<file path="config.mk">
export PLATFORM = sky130hd
export DESIGN_NAME = seq_divider
export DESIGN_NICKNAME = d
export VERILOG_FILES = /design/src/rtl/seq_divider.sv
export SDC_FILE = /design/constraint.sdc
export NUM_CORES = 1
export LEC_CHECK = 0
export CORE_ASPECT_RATIO = 1.1
export CORE_MARGIN = 8
export CORE_UTILIZATION = 50
export CTS_CLUSTER_DIAMETER = 200
export DETAILED_ROUTE_END_ITERATION = 8
export GPL_TIMING_DRIVEN = 1
export PLACE_DENSITY = 0.8
export SKIP_LAST_GASP = 1
export SYNTH_ARGS = -nofsm -noshare
export SYNTH_HDL_FRONTEND = slang
export SYNTH_SLANG_ARGS = --single-unit
</file>
<file path="constraint.sdc">
create_clock -name clk -period 3.6 [get_ports clk]
set_input_delay 0.72 -clock clk [delete_from_list [all_inputs] [get_ports clk]]
set_output_delay 0.72 -clock clk [all_outputs]
set_load 0.05 [all_outputs]
</file>
<file path="src/rtl/seq_divider.sv">
// Sequential restoring divider: one quotient bit per clock, DATA_WIDTH+1 cycles per result.
// Optional signed mode is enabled by defining SEQ_DIVIDER_SIGNED_EN (adds the is_signed port).
module seq_divider #(
    parameter int DATA_WIDTH = 64
) (
    input  logic                  clk,
    input  logic                  reset,
    input  logic                  start,
    input  logic [DATA_WIDTH-1:0] dividend,
    input  logic [DATA_WIDTH-1:0] divisor,
`ifdef SEQ_DIVIDER_SIGNED_EN
    input  logic                  is_signed,
`endif
    output logic                  busy,
    output logic                  done,
    output logic [DATA_WIDTH-1:0] quotient,
    output logic [DATA_WIDTH-1:0] remainder,
    output logic                  div_by_zero
);
    // state  | meaning
    // S_IDLE | waiting for start
    // S_RUN  | shift-subtract steps, then result publish on the final edge
    // S_DONE | results valid, done pulse; start accepted here too
    typedef enum logic [1:0] {S_IDLE, S_RUN, S_DONE} state_t;

    localparam int CW = $clog2(DATA_WIDTH + 1);

    state_t                state_q, state_d;
    logic [CW-1:0]         cnt_q, cnt_d;
    logic [DATA_WIDTH-1:0] rem_acc_q, rem_acc_d;
    logic [DATA_WIDTH-1:0] quo_acc_q, quo_acc_d;
    logic [DATA_WIDTH-1:0] div_q, div_d;
    logic                  neg_quo_q, neg_quo_d;
    logic                  neg_rem_q, neg_rem_d;
    logic                  busy_q, busy_d;
    logic                  done_q, done_d;
    logic [DATA_WIDTH-1:0] quotient_q, quotient_d;
    logic [DATA_WIDTH-1:0] remainder_q, remainder_d;
    logic                  dbz_q, dbz_d;

    logic                  sign_a, sign_b;
    logic [DATA_WIDTH-1:0] mag_a, mag_b;
    logic [DATA_WIDTH:0]   shifted, diff;
    logic                  borrow;

    always_comb begin
`ifdef SEQ_DIVIDER_SIGNED_EN
        sign_a = is_signed & dividend[DATA_WIDTH-1];
        sign_b = is_signed & divisor[DATA_WIDTH-1];
`else
        sign_a = 1'b0;
        sign_b = 1'b0;
`endif
        mag_a = sign_a ? -dividend : dividend;
        mag_b = sign_b ? -divisor  : divisor;

        // Trial subtract on DATA_WIDTH+1 bits; the top bit is the borrow-out.
        shifted = {rem_acc_q, quo_acc_q[DATA_WIDTH-1]};
        diff    = shifted - {1'b0, div_q};
        borrow  = diff[DATA_WIDTH];

        state_d     = state_q;
        cnt_d       = cnt_q;
        rem_acc_d   = rem_acc_q;
        quo_acc_d   = quo_acc_q;
        div_d       = div_q;
        neg_quo_d   = neg_quo_q;
        neg_rem_d   = neg_rem_q;
        busy_d      = busy_q;
        done_d      = 1'b0;
        quotient_d  = quotient_q;
        remainder_d = remainder_q;
        dbz_d       = dbz_q;

        case (state_q)
            S_RUN: begin
                if (cnt_q == CW'(DATA_WIDTH)) begin
                    state_d     = S_DONE;
                    busy_d      = 1'b0;
                    done_d      = 1'b1;
                    quotient_d  = neg_quo_q ? -quo_acc_q : quo_acc_q;
                    remainder_d = neg_rem_q ? -rem_acc_q : rem_acc_q;
                    dbz_d       = 1'b0;
                end else begin
                    rem_acc_d = borrow ? shifted[DATA_WIDTH-1:0] : diff[DATA_WIDTH-1:0];
                    quo_acc_d = (quo_acc_q << 1) | {{(DATA_WIDTH-1){1'b0}}, ~borrow};
                    cnt_d     = cnt_q + 1'b1;
                end
            end
            default: begin
                state_d = S_IDLE;
                if (start) begin
                    cnt_d     = '0;
                    rem_acc_d = '0;
                    quo_acc_d = mag_a;
                    div_d     = mag_b;
                    neg_quo_d = sign_a ^ sign_b;
                    neg_rem_d = sign_a;
                    if (divisor == '0) begin
                        state_d     = S_DONE;
                        busy_d      = 1'b0;
                        done_d      = 1'b1;
                        quotient_d  = '1;
                        remainder_d = dividend;
                        dbz_d       = 1'b1;
                    end else begin
                        state_d = S_RUN;
                        busy_d  = 1'b1;
                    end
                end
            end
        endcase
    end

    always_ff @(posedge clk) begin
        if (reset) begin
            state_q     <= S_IDLE;
            cnt_q       <= '0;
            rem_acc_q   <= '0;
            quo_acc_q   <= '0;
            div_q       <= '0;
            neg_quo_q   <= 1'b0;
            neg_rem_q   <= 1'b0;
            busy_q      <= 1'b0;
            done_q      <= 1'b0;
            quotient_q  <= '0;
            remainder_q <= '0;
            dbz_q       <= 1'b0;
        end else begin
            state_q     <= state_d;
            cnt_q       <= cnt_d;
            rem_acc_q   <= rem_acc_d;
            quo_acc_q   <= quo_acc_d;
            div_q       <= div_d;
            neg_quo_q   <= neg_quo_d;
            neg_rem_q   <= neg_rem_d;
            busy_q      <= busy_d;
            done_q      <= done_d;
            quotient_q  <= quotient_d;
            remainder_q <= remainder_d;
            dbz_q       <= dbz_d;
        end
    end

    assign busy        = busy_q;
    assign done        = done_q;
    assign quotient    = quotient_q;
    assign remainder   = remainder_q;
    assign div_by_zero = dbz_q;
endmodule

</file>
==> impl_metrics.py <==
metrics = {
    "setup_path": {
        "crit_top_cell": "a21oi_1",
        "critPathBufInv": 0,
        "worst_r2r_endpoint": "rem_acc_q[63]",
        "path_cells": "ha_1, o211ai_1, a21oi_1, o21ai_1, o41a_1, o221a_2, o21ai_2, a21oi_1, o211a_1, a21oi_1, mux2i_1, a221o_1",
        "slowest_delay_ns": 0.47,
        "critPathTopFamily": "compound AO/OA/AOI/OAI gates",
        "critPathSlowestCell": "o41a_1",
        "crit_required_ns": 4.02,
        "arrival_ns": 3.94,
        "worstRegToRegCells": 12,
        "r2r_slack_ns": 0.08,
        "timing.rr.start": "rem_acc_q[1]",
        "critPathLaunchType": "flip-flop",
        "crit_fanout": 5,
        "setup.worst_path.end_class": "flip-flop",
        "crit_type": "reg2reg",
    },
    "route": {
        "drtIter0Drc": 1018,
        "wl_per_cell_um": 18.4,
        "postRouteAntennaNets": 0,
        "firstDrtPassIters": 5,
        "via_per_inst": 5.81,
        "drc": 0,
        "drt_wl_total_um": 52100,
        "vias": 16515,
    },
    "yosys": {
        "yosysSeqAreaShare_pct": 39.1,
        "yosys_warnings": 0,
        "synth-adder-area-share_pct": 4.97,
        "synthMuxAreaShare_pct": 3.07,
        "ys_ff_latch": 332,
        "synthSimpleGateAreaFrac_pct": 21.5,
        "synth_top_family_by_area": "compound AO/OA/AOI/OAI gates",
        "post_synth.cell_area_avg_um2": 7.74,
        "yosysUniqueCellTypes": 71,
        "syn_area_mm2": 0.0170,
        "synth-compound-area-share_pct": 22.7,
        "synth-xor-area-share_pct": 3.09,
        "synth-edff-count": 0,
        "netlist_instances": 2197,
        "synthArstFlopShare_pct": 0,
        "syn_nets": 2395,
        "ys.flop_type": "dfxtp_1",
    },
    "layout": {
        "nNetsFinal": 2575,
        "seqCellArea_mm2": 0.00665,
        "area_delta_synth_final_pct": 25.5,
        "fillers": 2887,
        "final_common_cell": "dfxtp_1",
        "utilization_pct": 63.1,
        "mostFrequentLayoutCells": "dfxtp_1 (331), a21oi_1 (278), clkdlybuf4s50_1 (260)",
        "stdcell_area_mm2": 0.0213,
        "multi_input_area_mm2": 0.00953,
        "layout-drive-gt1-share_pct": 6.08,
    },
    "status": {
        "outcome": "complete, no violations",
    },
    "floorplanning": {
        "start_util_pct": 50.3,
        "dieArea_mm2": 0.0402,
        "core_area_mm2": 0.0338,
        "rows": 71,
        "ioPinCount": 262,
        "die_w_um": 192,
        "die_h_um": 209,
    },
    "global_routing": {
        "grt_pass1_vias": 16314,
        "grt_overflow": 0,
        "grt_first_pass_wirelength_um": 82100,
        "antenna_found_initial": 1,
        "grt_usage_pct": 24.7,
        "grt_max_degree": 179,
    },
    "place": {
        "gp_congestion": 0.951,
        "place_area_mm2": 0.0199,
        "port_buffers": 261,
        "dp_hpwl_um": 36300,
    },
    "clock_tree": {
        "cts.sinks": 332,
        "cts_buffers": 36,
        "h-tree-depth": 2,
        "cts_hold_buffers": 0,
        "clkTransAtPathRegs_ns": 0.07,
        "worstSkewPairLatency_ns": 0.53,
        "cts.path.max_buffers": 3,
        "cts_tree": "yes",
        "cts_root_buf": "clkbuf_16",
    },
    "min_path": {
        "min_path_type": "reg2reg",
        "whs_endpoint": "div_q[15]",
        "hold_path_depth": 2,
        "holdCritStartpoint": "div_q[15]",
    },
    "timing": {
        "max_slew_margin_pct": 34.1,
        "tightest_slew_ns": 0.988,
        "rsz0062_at_grt": "true",
        "setup_violations": 0,
        "fin_crit_ns": 3.52,
        "skew_ns": 0.0291,
        "max_freq_mhz": 284,
        "drv_slew": 0,
        "hold_ws_ns": 0.455,
        "hold_viol_final": 0,
        "fin_crit_sh_pct": 97.8,
    },
    "power": {
        "vdd_ir_drop_max_mv": 0.780,
        "power.density_mw_per_mm2": 964,
        "p_leak_uw": 0.00813,
    },
    "flow_run": {
        "drv_cap": 0,
    },
}
cells by family after synthesis:
logic type,after synthesis
and+or+nand+nor,816
adders and majority gates,67
DFF,332
muxes,52
xor gates and xnor gates,60
buffers and inverters,242
AOI/OAI and AO/OA,628
what timing repair did:
| action | in CTS | in global routing |
|---|---|---|
| resized for setup | 2 | 18 |
| buffers inserted | 0 | 6 |
| pin swaps | 0 | 10 |
| cloned | 0 | 3 |
| endpoints found under the hold margin | 0 | 0 |
| setup endpoints to repair | 43 | 64 |
state kept, by name, indices dropped and copies added (netlist names):
name,count
busy,1
cnt_q,7
div_by_zero,1
div_q,64
done,1
quo_acc_q,64
quotient,64
rem_acc_q,64
remainder,64
state_q,2
worst min-delay path, delay by kind of cell, from the launching register on:
kind / cells / cell delay (ns)
AOI/OAI and AO/OA: 1 / 0.05
and+or+nand+nor: 1 / 0.05
DFF: 1 / 0.31
cell type report:
class / count / share of cell area, %
multi-input cells: 1623 / 44.6
flip-flops and latches: 332 / 31.1
repair buffers: 308 / 14.7
clock buffers: 50 / 4.99
well taps: 438 / 2.57
inverters: 76 / 1.34
clock inverters: 13 / 0.616
diodes: 1 / 0.0117
where the power goes:
part           switching, uW  internal (uW)  total, uW  leakage (uW)
Combinational           6630           5630      12300       0.00484
Clock                   1530           2220       3740      0.000591
Sequential               482           4080       4560       0.00270
synth_stat cells, types with 7 or more instances:
library cell / count / area, um2
dfxtp_1: 332 / 6650
a21oi_1: 278 / 1390
nand2_1: 261 / 980
nor2_1: 245 / 920
nor3_1: 143 / 716
clkbuf_1: 142 / 533
a211oi_1: 132 / 991
inv_1: 76 / 285
and2_1: 69 / 432
o21ai_0: 67 / 335
ha_1: 66 / 826
mux2i_1: 51 / 510
o21ai_1: 37 / 185
xnor2_1: 31 / 272
xor2_1: 29 / 254
a21o_1: 27 / 203
nand4_1: 23 / 144
nor4_1: 19 / 119
nand3_1: 13 / 65.1
nor2b_1: 13 / 81.3
buf_1: 10 / 37.5
a31oi_1: 9 / 56.3
and3_1: 9 / 56.3
o21bai_1: 9 / 67.6
o21a_1: 8 / 60.1
a21boi_0: 7 / 52.6
buf_2: 7 / 35.0
nand2b_1: 7 / 43.8
stage by stage:
step                cells  TNS, ns  power [uW]  worst slack (ns)
floorplan            2197        0       13100             0.401
global placement     2768        0       15500             0.168
detailed placement   2768   -0.169       15700           -0.0234
CTS                  2831        0       19500            0.0149
global route         2841  -0.0659       21800           -0.0369
finish               2841        0       20600            0.0810
layer usage:
metal  global-route usage, %  vias to the layer above  share of wire (%)
met5                       0                        -                  0
met4                    9.38                        0                3.2
met3                    4.23                      114                6.5
met1                    29.8                     7759                 42
met2                    43.0                      580                 49
li1                        -                     8062                  -
worst max path at each step:
stage | startpoint | depth (start not counted) | endpoint | slack, ns
after CTS | quo_acc_q[63] | 16 | rem_acc_q[6] | 0.01
after global placement | quo_acc_q[63] | 16 | rem_acc_q[38] | 0.17
after floorplan | quo_acc_q[63] | 16 | rem_acc_q[59] | 0.40
after global routing | div_q[31] | 13 | rem_acc_q[58] | -0.04
after detailed placement | quo_acc_q[63] | 16 | rem_acc_q[42] | -0.02
final | rem_acc_q[1] | 12 | rem_acc_q[63] | 0.08
No activity file was read; power rests on OpenSTA's default activity.
